==> src/rtl/fact_pkg.sv <==
`default_nettype none
// ============================================================================
// Module      : fact_pkg
// Description : Shared encodings for the iterative factorial accelerator.
// Revision    : 1.0 - initial release
// ============================================================================
package fact_pkg;

    typedef enum logic [1:0] {
        ST_IDLE = 2'd0,
        ST_RUN  = 2'd1,
        ST_FIN  = 2'd2
    } state_t;

    // Word offsets within the accelerator window
    localparam logic [2:0] c_ADDR_N      = 3'd0;
    localparam logic [2:0] c_ADDR_RES_LO = 3'd1;
    localparam logic [2:0] c_ADDR_RES_HI = 3'd2;
    localparam logic [2:0] c_ADDR_STATUS = 3'd3;
    localparam logic [2:0] c_ADDR_CTRL   = 3'd4;
    localparam logic [2:0] c_ADDR_CYCLES = 3'd5;

    localparam int c_STAT_DONE = 0;
    localparam int c_STAT_OVF  = 1;
    localparam int c_STAT_BUSY = 2;

    localparam int c_CTRL_GO     = 0;
    localparam int c_CTRL_ABORT  = 1;
    localparam int c_CTRL_IRQ_EN = 2;
    localparam int c_CTRL_CLEAR  = 3;

endpackage : fact_pkg
`default_nettype wire

==> src/rtl/fact_mul_ovf.sv <==
`default_nettype none
// ============================================================================
// Module      : fact_mul_ovf
// Description : Combinational WIDTH x CNT_W multiply with overflow flag.
// Revision    : 1.0 - initial release
// ============================================================================
module fact_mul_ovf #(
    parameter int WIDTH = 32,
    parameter int CNT_W = 8
) (
    input  logic [WIDTH-1:0] i_acc,
    input  logic [CNT_W-1:0] i_k,
    output logic [WIDTH-1:0] o_prod,
    output logic             o_ovf
);

    logic [WIDTH+CNT_W-1:0] w_full;

    assign w_full = {{CNT_W{1'b0}}, i_acc} * {{WIDTH{1'b0}}, i_k};
    assign o_prod = w_full[WIDTH-1:0];
    // Any bit above the result width means the product no longer fits
    assign o_ovf  = |w_full[WIDTH+CNT_W-1:WIDTH];

endmodule : fact_mul_ovf
`default_nettype wire

==> src/rtl/factorial_accel_iter.sv <==
`default_nettype none
// ============================================================================
// Module      : factorial_accel_iter
// Description : MMIO iterative n! accelerator, one multiply per cycle.
// Revision    : 1.0 - initial release
// ============================================================================
module factorial_accel_iter #(
    parameter int WIDTH = 32,
    parameter int CNT_W = 8
) (
    input  logic             clk,
    input  logic             reset_n,
    input  logic [2:0]       addr,
    input  logic [31:0]      din,
    input  logic             we,
    output logic [31:0]      dout,
    output logic             busy,
    output logic             done,
    output logic             irq,
    output logic [WIDTH-1:0] result
);

    import fact_pkg::*;

    state_t             r_state;
    state_t             w_state_nxt;

    logic [31:0]        r_n;
    logic [WIDTH-1:0]   r_acc;
    logic [CNT_W-1:0]   r_k;
    logic [CNT_W-1:0]   r_cyc;
    logic [CNT_W-1:0]   r_cycles;
    logic [WIDTH-1:0]   r_result;
    logic               r_done;
    logic               r_ovf;
    logic               r_busy;
    logic               r_irq_en;

    logic               w_wr_n;
    logic               w_wr_ctrl;
    logic               w_go;
    logic               w_abort;
    logic               w_clear;
    logic               w_k_last;
    logic               w_small_n;
    logic [WIDTH-1:0]   w_prod;
    logic               w_mul_ovf;
    logic [63:0]        w_res_ext;
    logic [31:0]        w_status;
    logic [31:0]        w_ctrl_rd;

    assign w_wr_n    = we && (addr == c_ADDR_N) && !r_busy;
    assign w_wr_ctrl = we && (addr == c_ADDR_CTRL);
    // Abort takes precedence over a simultaneous go
    assign w_abort   = w_wr_ctrl && din[c_CTRL_ABORT];
    assign w_go      = w_wr_ctrl && din[c_CTRL_GO] && !din[c_CTRL_ABORT];
    assign w_clear   = w_wr_ctrl && din[c_CTRL_CLEAR];
    assign w_k_last  = (32'(r_k) == r_n);
    assign w_small_n = (r_n <= 32'd1);

    fact_mul_ovf #(
        .WIDTH (WIDTH),
        .CNT_W (CNT_W)
    ) u_mul (
        .i_acc  (r_acc),
        .i_k    (r_k),
        .o_prod (w_prod),
        .o_ovf  (w_mul_ovf)
    );

    always_ff @(posedge clk or negedge reset_n) begin
        if (!reset_n) begin
            r_state <= ST_IDLE;
        end else begin
            r_state <= w_state_nxt;
        end
    end

    always_comb begin
        w_state_nxt = r_state;
        case (r_state)
            ST_IDLE: begin
                if (w_go) begin
                    w_state_nxt = w_small_n ? ST_FIN : ST_RUN;
                end
            end
            ST_RUN: begin
                if (w_abort) begin
                    w_state_nxt = ST_IDLE;
                end else if (w_mul_ovf || w_k_last) begin
                    w_state_nxt = ST_FIN;
                end
            end
            ST_FIN:  w_state_nxt = ST_IDLE;
            default: w_state_nxt = ST_IDLE;
        endcase
    end

    always_ff @(posedge clk or negedge reset_n) begin
        if (!reset_n) begin
            r_n      <= '0;
            r_acc    <= WIDTH'(1);
            r_k      <= '0;
            r_cyc    <= '0;
            r_cycles <= '0;
            r_result <= '0;
            r_done   <= 1'b0;
            r_ovf    <= 1'b0;
            r_busy   <= 1'b0;
            r_irq_en <= 1'b0;
        end else begin
            if (w_wr_n) begin
                r_n <= din;
            end
            if (w_wr_ctrl) begin
                r_irq_en <= din[c_CTRL_IRQ_EN];
            end
            if (w_clear) begin
                r_done <= 1'b0;
                r_ovf  <= 1'b0;
            end

            case (r_state)
                ST_IDLE: begin
                    if (w_go) begin
                        r_done <= 1'b0;
                        r_ovf  <= 1'b0;
                        r_acc  <= WIDTH'(1);
                        r_k    <= CNT_W'(2);
                        r_cyc  <= '0;
                        r_busy <= !w_small_n;
                    end
                end
                ST_RUN: begin
                    if (w_abort) begin
                        r_busy <= 1'b0;
                        r_done <= 1'b0;
                        r_ovf  <= 1'b0;
                    end else begin
                        if (r_cyc != '1) begin
                            r_cyc <= r_cyc + 1'b1;
                        end
                        if (w_mul_ovf) begin
                            r_ovf    <= 1'b1;
                            r_result <= '0;
                        end else begin
                            r_acc <= w_prod;
                            if (!w_k_last) begin
                                r_k <= r_k + 1'b1;
                            end
                        end
                    end
                end
                ST_FIN: begin
                    if (!r_ovf) begin
                        r_result <= r_acc;
                    end
                    r_done   <= 1'b1;
                    r_cycles <= r_cyc;
                    r_busy   <= 1'b0;
                end
                default: ;
            endcase
        end
    end

    // Zero-extension to 64 bits makes RES_HI read 0 for narrow results
    assign w_res_ext = 64'(r_result);

    always_comb begin
        w_status              = '0;
        w_status[c_STAT_DONE] = r_done;
        w_status[c_STAT_OVF]  = r_ovf;
        w_status[c_STAT_BUSY] = r_busy;
        w_ctrl_rd                 = '0;
        w_ctrl_rd[c_CTRL_IRQ_EN]  = r_irq_en;
    end

    always_comb begin
        dout = '0;
        case (addr)
            c_ADDR_N:      dout = r_n;
            c_ADDR_RES_LO: dout = w_res_ext[31:0];
            c_ADDR_RES_HI: dout = w_res_ext[63:32];
            c_ADDR_STATUS: dout = w_status;
            c_ADDR_CTRL:   dout = w_ctrl_rd;
            c_ADDR_CYCLES: dout = 32'(r_cycles);
            default:       dout = '0;
        endcase
    end

    assign busy   = r_busy;
    assign done   = r_done;
    assign irq    = r_done && r_irq_en;
    assign result = r_result;

endmodule : factorial_accel_iter
`default_nettype wire

==> config.mk <==
export PLATFORM = sky130hd
export DESIGN_NAME = factorial_accel_iter
export DESIGN_NICKNAME = d
export VERILOG_FILES = /design/src/rtl/fact_pkg.sv /design/src/rtl/fact_mul_ovf.sv /design/src/rtl/factorial_accel_iter.sv
export SDC_FILE = /design/constraint.sdc
export NUM_CORES = 1
export LEC_CHECK = 0
export ABC_CLOCK_PERIOD_IN_PS = 11380
export BUFFER_PORTS_ARGS = -buffer_cell sky130_fd_sc_hd__buf_2
export CELL_PAD_IN_SITES_DETAIL_PLACEMENT = 0
export CELL_PAD_IN_SITES_GLOBAL_PLACEMENT = 1
export CORE_ASPECT_RATIO = 0.75
export CORE_MARGIN = 4
export CORE_UTILIZATION = 25
export DETAILED_ROUTE_END_ITERATION = 10
export GPL_TIMING_DRIVEN = 0
export PLACE_DENSITY_LB_ADDON = 0.1
export RECOVER_POWER = 100
export SETUP_SLACK_MARGIN = 0.4
export SLEW_MARGIN = 30
export SYNTH_ARGS = -nofsm -noshare
export SYNTH_HDL_FRONTEND = slang
export SYNTH_SLANG_ARGS = --single-unit
==> constraint.sdc <==
create_clock -name clk -period 11.38 [get_ports clk]
set_input_delay 2.276 -clock clk [delete_from_list [all_inputs] [get_ports clk]]
set_output_delay 2.276 -clock clk [all_outputs]
set_load 0.005 [all_outputs]
* Yosys cells after proc, flatten, opt, wreduce, memory -nomap -nowiden
Index checks and enable logic that the tools add are counted.
Operators by class: add/sub/neg operators 2, multiply operators 1, magnitude comparators 1, eq/ne operators 17, multiplexer cells 35, reduce and logical (&&, ||, !) cells 24
Operator list (count):
- 32-bit 2-to-1 mux | 6
- 32-bit one-hot mux with 5 select lines | 1
- 32-bit one-hot mux with 2 select lines | 2
- 8-bit 2-to-1 mux | 7
- 32-bit by 8-bit multiplier with 40-bit output | 1
- 8-bit by 32-bit equality test with 1-bit output | 1
- 32-bit by 1-bit <= comparator with 1-bit output (second input constant) | 1
- 8-bit one-hot mux with 2 select lines | 2
- 8-bit by 1-bit adder with 8-bit output (second input constant) | 2
- 2-bit != test (second input constant) | 8
- 4-bit AND reduction | 3
- 1-bit 2-to-1 mux | 9
- 1-bit logical AND | 8
- 2-bit 2-to-1 mux | 4
- 8-bit != test (second input constant) | 1
- 8-bit OR reduction | 1
- 3-bit equality test (second input constant) | 2
- 1-bit one-hot mux with 3 select lines | 2
- 5-bit AND reduction | 1
- 2-bit one-hot mux with 2 select lines | 1
- 2-bit nonzero test | 2
- 3-bit by 1-bit equality test with 1-bit output (second input constant) | 1
- 3-bit by 2-bit equality test with 1-bit output (second input constant) | 1
- 1-bit zero test | 3
- other kinds (10) | 10
Storage, ports and cells: register bits 126, input bits 38, output and inout bits 67, word-level logic and storage cells 91

* Longest topological paths before layout
depth after elaboration 7, mapped depth 25, mapped depth without buffers 19

* Modules after synthesis
Synthesis repeated with hierarchy kept, for this count alone.
Second synthesis, totals: cell total of the unflattened synthesis 1610, area total of the unflattened synthesis 14505.2 um2
Modules (own cells, without submodules):
- fact_mul_ovf | instances 1, cells an instance 1004, area each 8505.7 um2, sequential area each 0.0 um2
- factorial_accel_iter | instances 1, cells an instance 606, area each 5999.5 um2, sequential area each 3154.3 um2

* Worst setup path before layout
OpenSTA, ideal clock, no wires.
path type reg2reg, start register r_k[4], end register r_result[25] (netlist: result[25]), library setup time 0.087 ns, data arrival time 5.661 ns, required time 11.293 ns, setup slack 5.633 ns, stages on the path, launching flop included 22, buffers on the path 4, period minus slack after synthesis 5.747 ns, cell sequence dfrtp_1 -> clkbuf_1 -> clkbuf_1 -> nand2_1 -> fa_1 -> inv_1 -> fa_1 -> fa_1 -> inv_1 -> fa_1 -> inv_1 -> ha_1 -> clkbuf_1 -> nand2_1 -> or4_1 -> a211oi_1 -> o31a_1 -> o32a_1 -> nand4_2 -> clkbuf_1 -> or4_1 -> o211ai_1
Between the ends: cells in the longest elaborated chain, start to end 4
Ends and longest elaborated chain:
- start: declaration | RTL line factorial_accel_iter.sv:30 | logic [CNT_W-1:0] r_k;
- start signal: assignment | RTL line factorial_accel_iter.sv:149 | r_k <= r_k + 1'b1;
- 32-bit by 8-bit multiplier with 40-bit output | RTL line fact_mul_ovf.sv:19 | assign w_full = {{CNT_W{1'b0}}, i_acc} * {{WIDTH{1'b0}}, i_k};
- 8-bit OR reduction | RTL line fact_mul_ovf.sv:22 | assign o_ovf = |w_full[WIDTH+CNT_W-1:WIDTH];
- 2-bit != test (no source line)
- 4-bit AND reduction (no source line)
- end signal: assignment | RTL line factorial_accel_iter.sv:156 | r_result <= r_acc;
- end: declaration | RTL line factorial_accel_iter.sv:33 | logic [WIDTH-1:0] r_result;
No other way between the ends. A chain may end at the register's enable or synchronous reset.

* Worst setup path after layout
start register r_k[4], end register r_acc[12]
Between the ends: cells in the longest elaborated chain, start to end 4, elaborated cells between the ends (all ways) 7, classes of those cells 1 x mul; 1 x eq/ne; 3 x mux; 2 x reduce/logical
Ends and longest elaborated chain:
- 32-bit by 8-bit multiplier with 40-bit output (*) | RTL line fact_mul_ovf.sv:19
- 8-bit OR reduction / 32-bit 2-to-1 mux (equally long branches) | RTL line fact_mul_ovf.sv:22, factorial_accel_iter.sv:143
- 2-bit != test (no source line) / 32-bit 2-to-1 mux (equally long branches)
- 4-bit AND reduction (no source line) / 32-bit one-hot mux with 2 select lines (equally long branches)
- end signal: assignment | RTL line factorial_accel_iter.sv:147 | r_acc <= w_prod;
- end: declaration | RTL line factorial_accel_iter.sv:29 | logic [WIDTH-1:0] r_acc;
Every way passes the cells marked *; elsewhere a longest branch is shown, timed or not. The select of a mux whose other input is x is not followed.

==> key figures <==
Clock network
  – Clk Latency, worst-skew pair: 0.43 ns
  – Clock transition time at the flip-flop clock pins of the worst setup and hold paths: 0.06 ns
  – Post-CTS Repair Setup Buffers: 0
  – Sink count of the clock tree: 126
  – Clock tree buffer depth: 2
  – Hold-fix buffer count after cts: 0
  – Count of cells resized by post-cts repair: 0
  – Clock tree root driver cell: sky130_fd_sc_hd__clkbuf_16
  – Number of buffers created by CTS: 17
  – H-tree depth: 4
  – Clock tree from TritonCTS: built

Global route
  – All-Layer GR Usage: 18.6%
  – Wire length of the first global-routing pass: 91600 µm
  – Number of global-route vias before repair: 13.6k
  – GRT Residual Overflow: 0
  – Antenna violations before repair: 3
  – Largest net degree at the start of global routing: 73

Pwr
  – Total power draw: 2.33 mW
  – Static Leak: 8.25 nW
  – Power per Cell Area: 133 mW/mm²
  – Peak VDD IR: 0.000129 V

Timing
  – Final clock skew: 0.0106 ns
  – Worst-case hold slack: 0.518 ns
  – Achievable frequency: 0.106 GHz
  – Total count of hold-check failures in the final report: 0
  – TNS Setup: 0 ns
  – Tightest slew margin relative to the limit: -180%
  – Post-route fraction of the period consumed by the critical path: 83.3%
  – Time the worst path needs with I/O delays and setup: 9.48 ns
  – RSZ-0062 raised after global routing: false
  – Final count of pins violating max slew: 129
  – Worst Tran Pin Value: 4.21 ns
  – Final setup violating endpoints: 0

Route
  – Via count: 13.1k
  – Routed wirelength normalized by instance count: 22.4 µm
  – Routed vias/inst: 4.87
  – Pre-Repair DR Iteration Count: 7
  – Drt initial violations: 807
  – Number of routed nets with antenna violations: 0
  – Remaining routing DRC violations: 0
  – Wire length reported by the detailed router: 60300 µm

Setup path
  – Capturing point of the worst reg2reg path: r_acc[12]
  – Worst reg2reg path depth: 22
  – Slowest cell on the critical path: sky130_fd_sc_hd__o21ai_0
  – Sort of element at the end of the critical path: flop
  – Register-to-Register Setup Slack: 1.90 ns
  – Kind of critical path: reg2reg
  – Data required, critical path: 11.72 ns
  – Beginning of the worst register-to-register path: r_k[4]
  – Critical Path Fanout Max: 10
  – Category of the worst setup path launch point: flop
  – Worst path cell trace: clkbuf_1 -> clkbuf_1 -> nand2_1 -> fa_1 -> fa_1 -> inv_1 -> fa_1 -> inv_1 -> fa_1 -> inv_1 -> ha_1 -> o211ai_1 -> o21ai_0 -> o221ai_1 -> o32ai_1 -> o2111ai_1 -> o211a_1 -> nor2_1 -> and3_1 -> clkbuf_1 -> clkbuf_1 -> mux2i_1
  – Data arrival, critical path: 9.82 ns
  – Slowest stage delay, CP: 1.03 ns

Die
  – Count of standard-cell rows: 78
  – Area of the die: 0.0656 mm²
  – Boundary pin count: 105
  – Die Span X: 294 µm
  – Placeable core area: 0.0607 mm²
  – Die Height: 223 µm
  – Starting Density: 25.3%

Synthesis
  – Most instantiated flip-flop cell in the synthesis netlist: sky130_fd_sc_hd__dfrtp_1
  – Avg Inst Size Synth: 8.80 µm²
  – Yosys top cell by area: sky130_fd_sc_hd__fa_1
  – Most frequent cells after synthesis: sky130_fd_sc_hd__nand2_1, sky130_fd_sc_hd__and2_1, sky130_fd_sc_hd__inv_1
  – Total of warnings raised by yosys: 0
  – Cell area after synthesis: 0.0154 mm²
  – Share of the synthesized area in the top cell type: 23.4%
  – Count of state elements after synthesis: 126
  – Count leader, synth: sky130_fd_sc_hd__nand2_1
  – Seq/Total Area, Yosys: 20.5%
  – Number of flops mapped to enable cells by yosys: 0
  – Ys async rst share: 100%
  – Top cells by area, synth: sky130_fd_sc_hd__fa_1, sky130_fd_sc_hd__dfrtp_1, sky130_fd_sc_hd__and2_1, sky130_fd_sc_hd__nand2_1, sky130_fd_sc_hd__ha_1
  – Synthesized netlist cell count: 1749
  – Yosys cell types: 67
  – Post-synth net total: 2033

Hold path
  – Worst hold path cell count: 1
  – Worst min-delay path startpoint: r_cycles[6]
  – Class of the tightest hold or removal check: reg2reg
  – Min-Delay Endpoint: r_cycles[6]

Placed design
  – Half-perimeter wire length after detailed placement: 49400 µm
  – Port Buffers: 102
  – Routability-driven placement congestion ratio: 0.800

Final layout
  – Area Growth Syn to Fin: 13.9%
  – Share of final-layout standard cells stronger than drive strength 1: 9.43%
  – Fill count: 6625
  – Number of nets in the layout: 2158

Run
  – Max_cap viols: 2

Run status
  – Status: complete, but fails checks
  – Failing checks: max-capacitance violations, max-slew violations
-- cells in the final DEF (no fill, tap or decap), types with 7 or more instances in the layout --
cell                        instances
sky130_fd_sc_hd__o211ai_1          44
sky130_fd_sc_hd__nor2_1            50
sky130_fd_sc_hd__buf_2             84
sky130_fd_sc_hd__a31oi_1           10
sky130_fd_sc_hd__nor4_1            10
sky130_fd_sc_hd__a211oi_1           9
sky130_fd_sc_hd__xor2_1            13
sky130_fd_sc_hd__a21oi_1           52
sky130_fd_sc_hd__a22oi_1           36
sky130_fd_sc_hd__nand2b_1           7
sky130_fd_sc_hd__mux2_2            43
sky130_fd_sc_hd__o21ai_0           35
sky130_fd_sc_hd__mux2i_1           40
sky130_fd_sc_hd__nand2_1          221
sky130_fd_sc_hd__or3_1              8
sky130_fd_sc_hd__clkbuf_16         17
sky130_fd_sc_hd__clkbuf_1         148
sky130_fd_sc_hd__and3_1            11
sky130_fd_sc_hd__xnor2_1           24
sky130_fd_sc_hd__dfrtp_1          125
sky130_fd_sc_hd__nand3_1           22
sky130_fd_sc_hd__and2_1           215
sky130_fd_sc_hd__nor3_1            21
sky130_fd_sc_hd__a21o_1             8
sky130_fd_sc_hd__ha_1              66
sky130_fd_sc_hd__inv_1            209
sky130_fd_sc_hd__or4_1             35
sky130_fd_sc_hd__fa_1             180
sky130_fd_sc_hd__a22o_1            26
sky130_fd_sc_hd__nand4_1           19
-- through the flow --
stage | std cells | utilization (%) | instance area (µm²) | setup WS [ns]
global placement | 2651 | 27.8 | 16900 | 2.87
global route | 2687 | 28.9 | 17500 | 1.30
detailed placement | 2655 | 28.0 | 17000 | 3.08
finish | 2688 | 28.9 | 17500 | 1.90
floorplan | 1749 | - | 15400 | 5.63
CTS | 2687 | 29.1 | 17600 | 3.05
-- kinds of logic after synthesis --
family / synth area share (%)
AO/OA/AOI/OAI: 12.5
XOR/XNOR: 2.11
adder cells (fa/ha/maj): 28.8
buffers and inverters: 8.73
flip-flops: 20.5
multiplexers: 5.75
AND/OR/NAND/NOR: 21.7
-- metal layers --
layer	wire [µm]	vias up	part of all wire (%)	GRT usage (%)
li1	-	6054	-	-
met1	31800	6703	53	29.6
met2	24800	307	41	26.7
met3	3460	20	5.7	3.56
met4	312	0	0.52	1.98
met5	0	-	0	0
-- critical path: cells and delay by family (launching register included) --
kind / cells / cell delay [ns]
AO/OA/AOI/OAI: 6 / 3.05
buffers and inverters: 7 / 2.60
adder cells (fa/ha/maj): 5 / 2.46
AND/OR/NAND/NOR: 3 / 0.57
flip-flops: 1 / 0.37
multiplexers: 1 / 0.30
-- worst max-delay path by stage --
stage / from / endpoint / slack (ns) / depth (start not counted)
5_1_grt: r_k[7] / result[8] / 1.30 / 20
4_1_cts: r_k[3] / result[28] / 3.05 / 20
6_report: r_k[4] / r_acc[12] / 1.90 / 22
2_1_floorplan: r_k[4] / result[25] / 5.63 / 21
3_5_place_dp: r_k[3] / result[24] / 3.08 / 20
3_3_place_gp: r_k[2] / result[28] / 2.87 / 20
-- registers in the layout, summed over array words and instances, names as in the netlist --
register / count
r_k: 8
r_cycles: 8
r_n: 32
r_state: 2
r_acc: 32
r_cyc: 8
result: 32
done: 1
busy: 1
r_irq_en: 1
r_ovf: 1
-- report_power, final --
group          total, mW  internal [mW]  switching, mW
Sequential         0.699          0.563          0.137
Combinational       1.00          0.328          0.674
Clock              0.627          0.402          0.225
-- area by class of cell --
cell class	count	area, µm²	share of cell area [%]
clock buffers	19	453	2.58
flip-flops and latches	126	3150	18.0
well taps	800	1000	5.71
clock inverters	13	210	1.20
repair buffers	106	498	2.84
multi-input cells	1279	10900	62.1
plain buffers	135	536	3.06
inverters	209	785	4.48
diodes	1	2.50	0.0143
(Power assumes the default switching activity.)
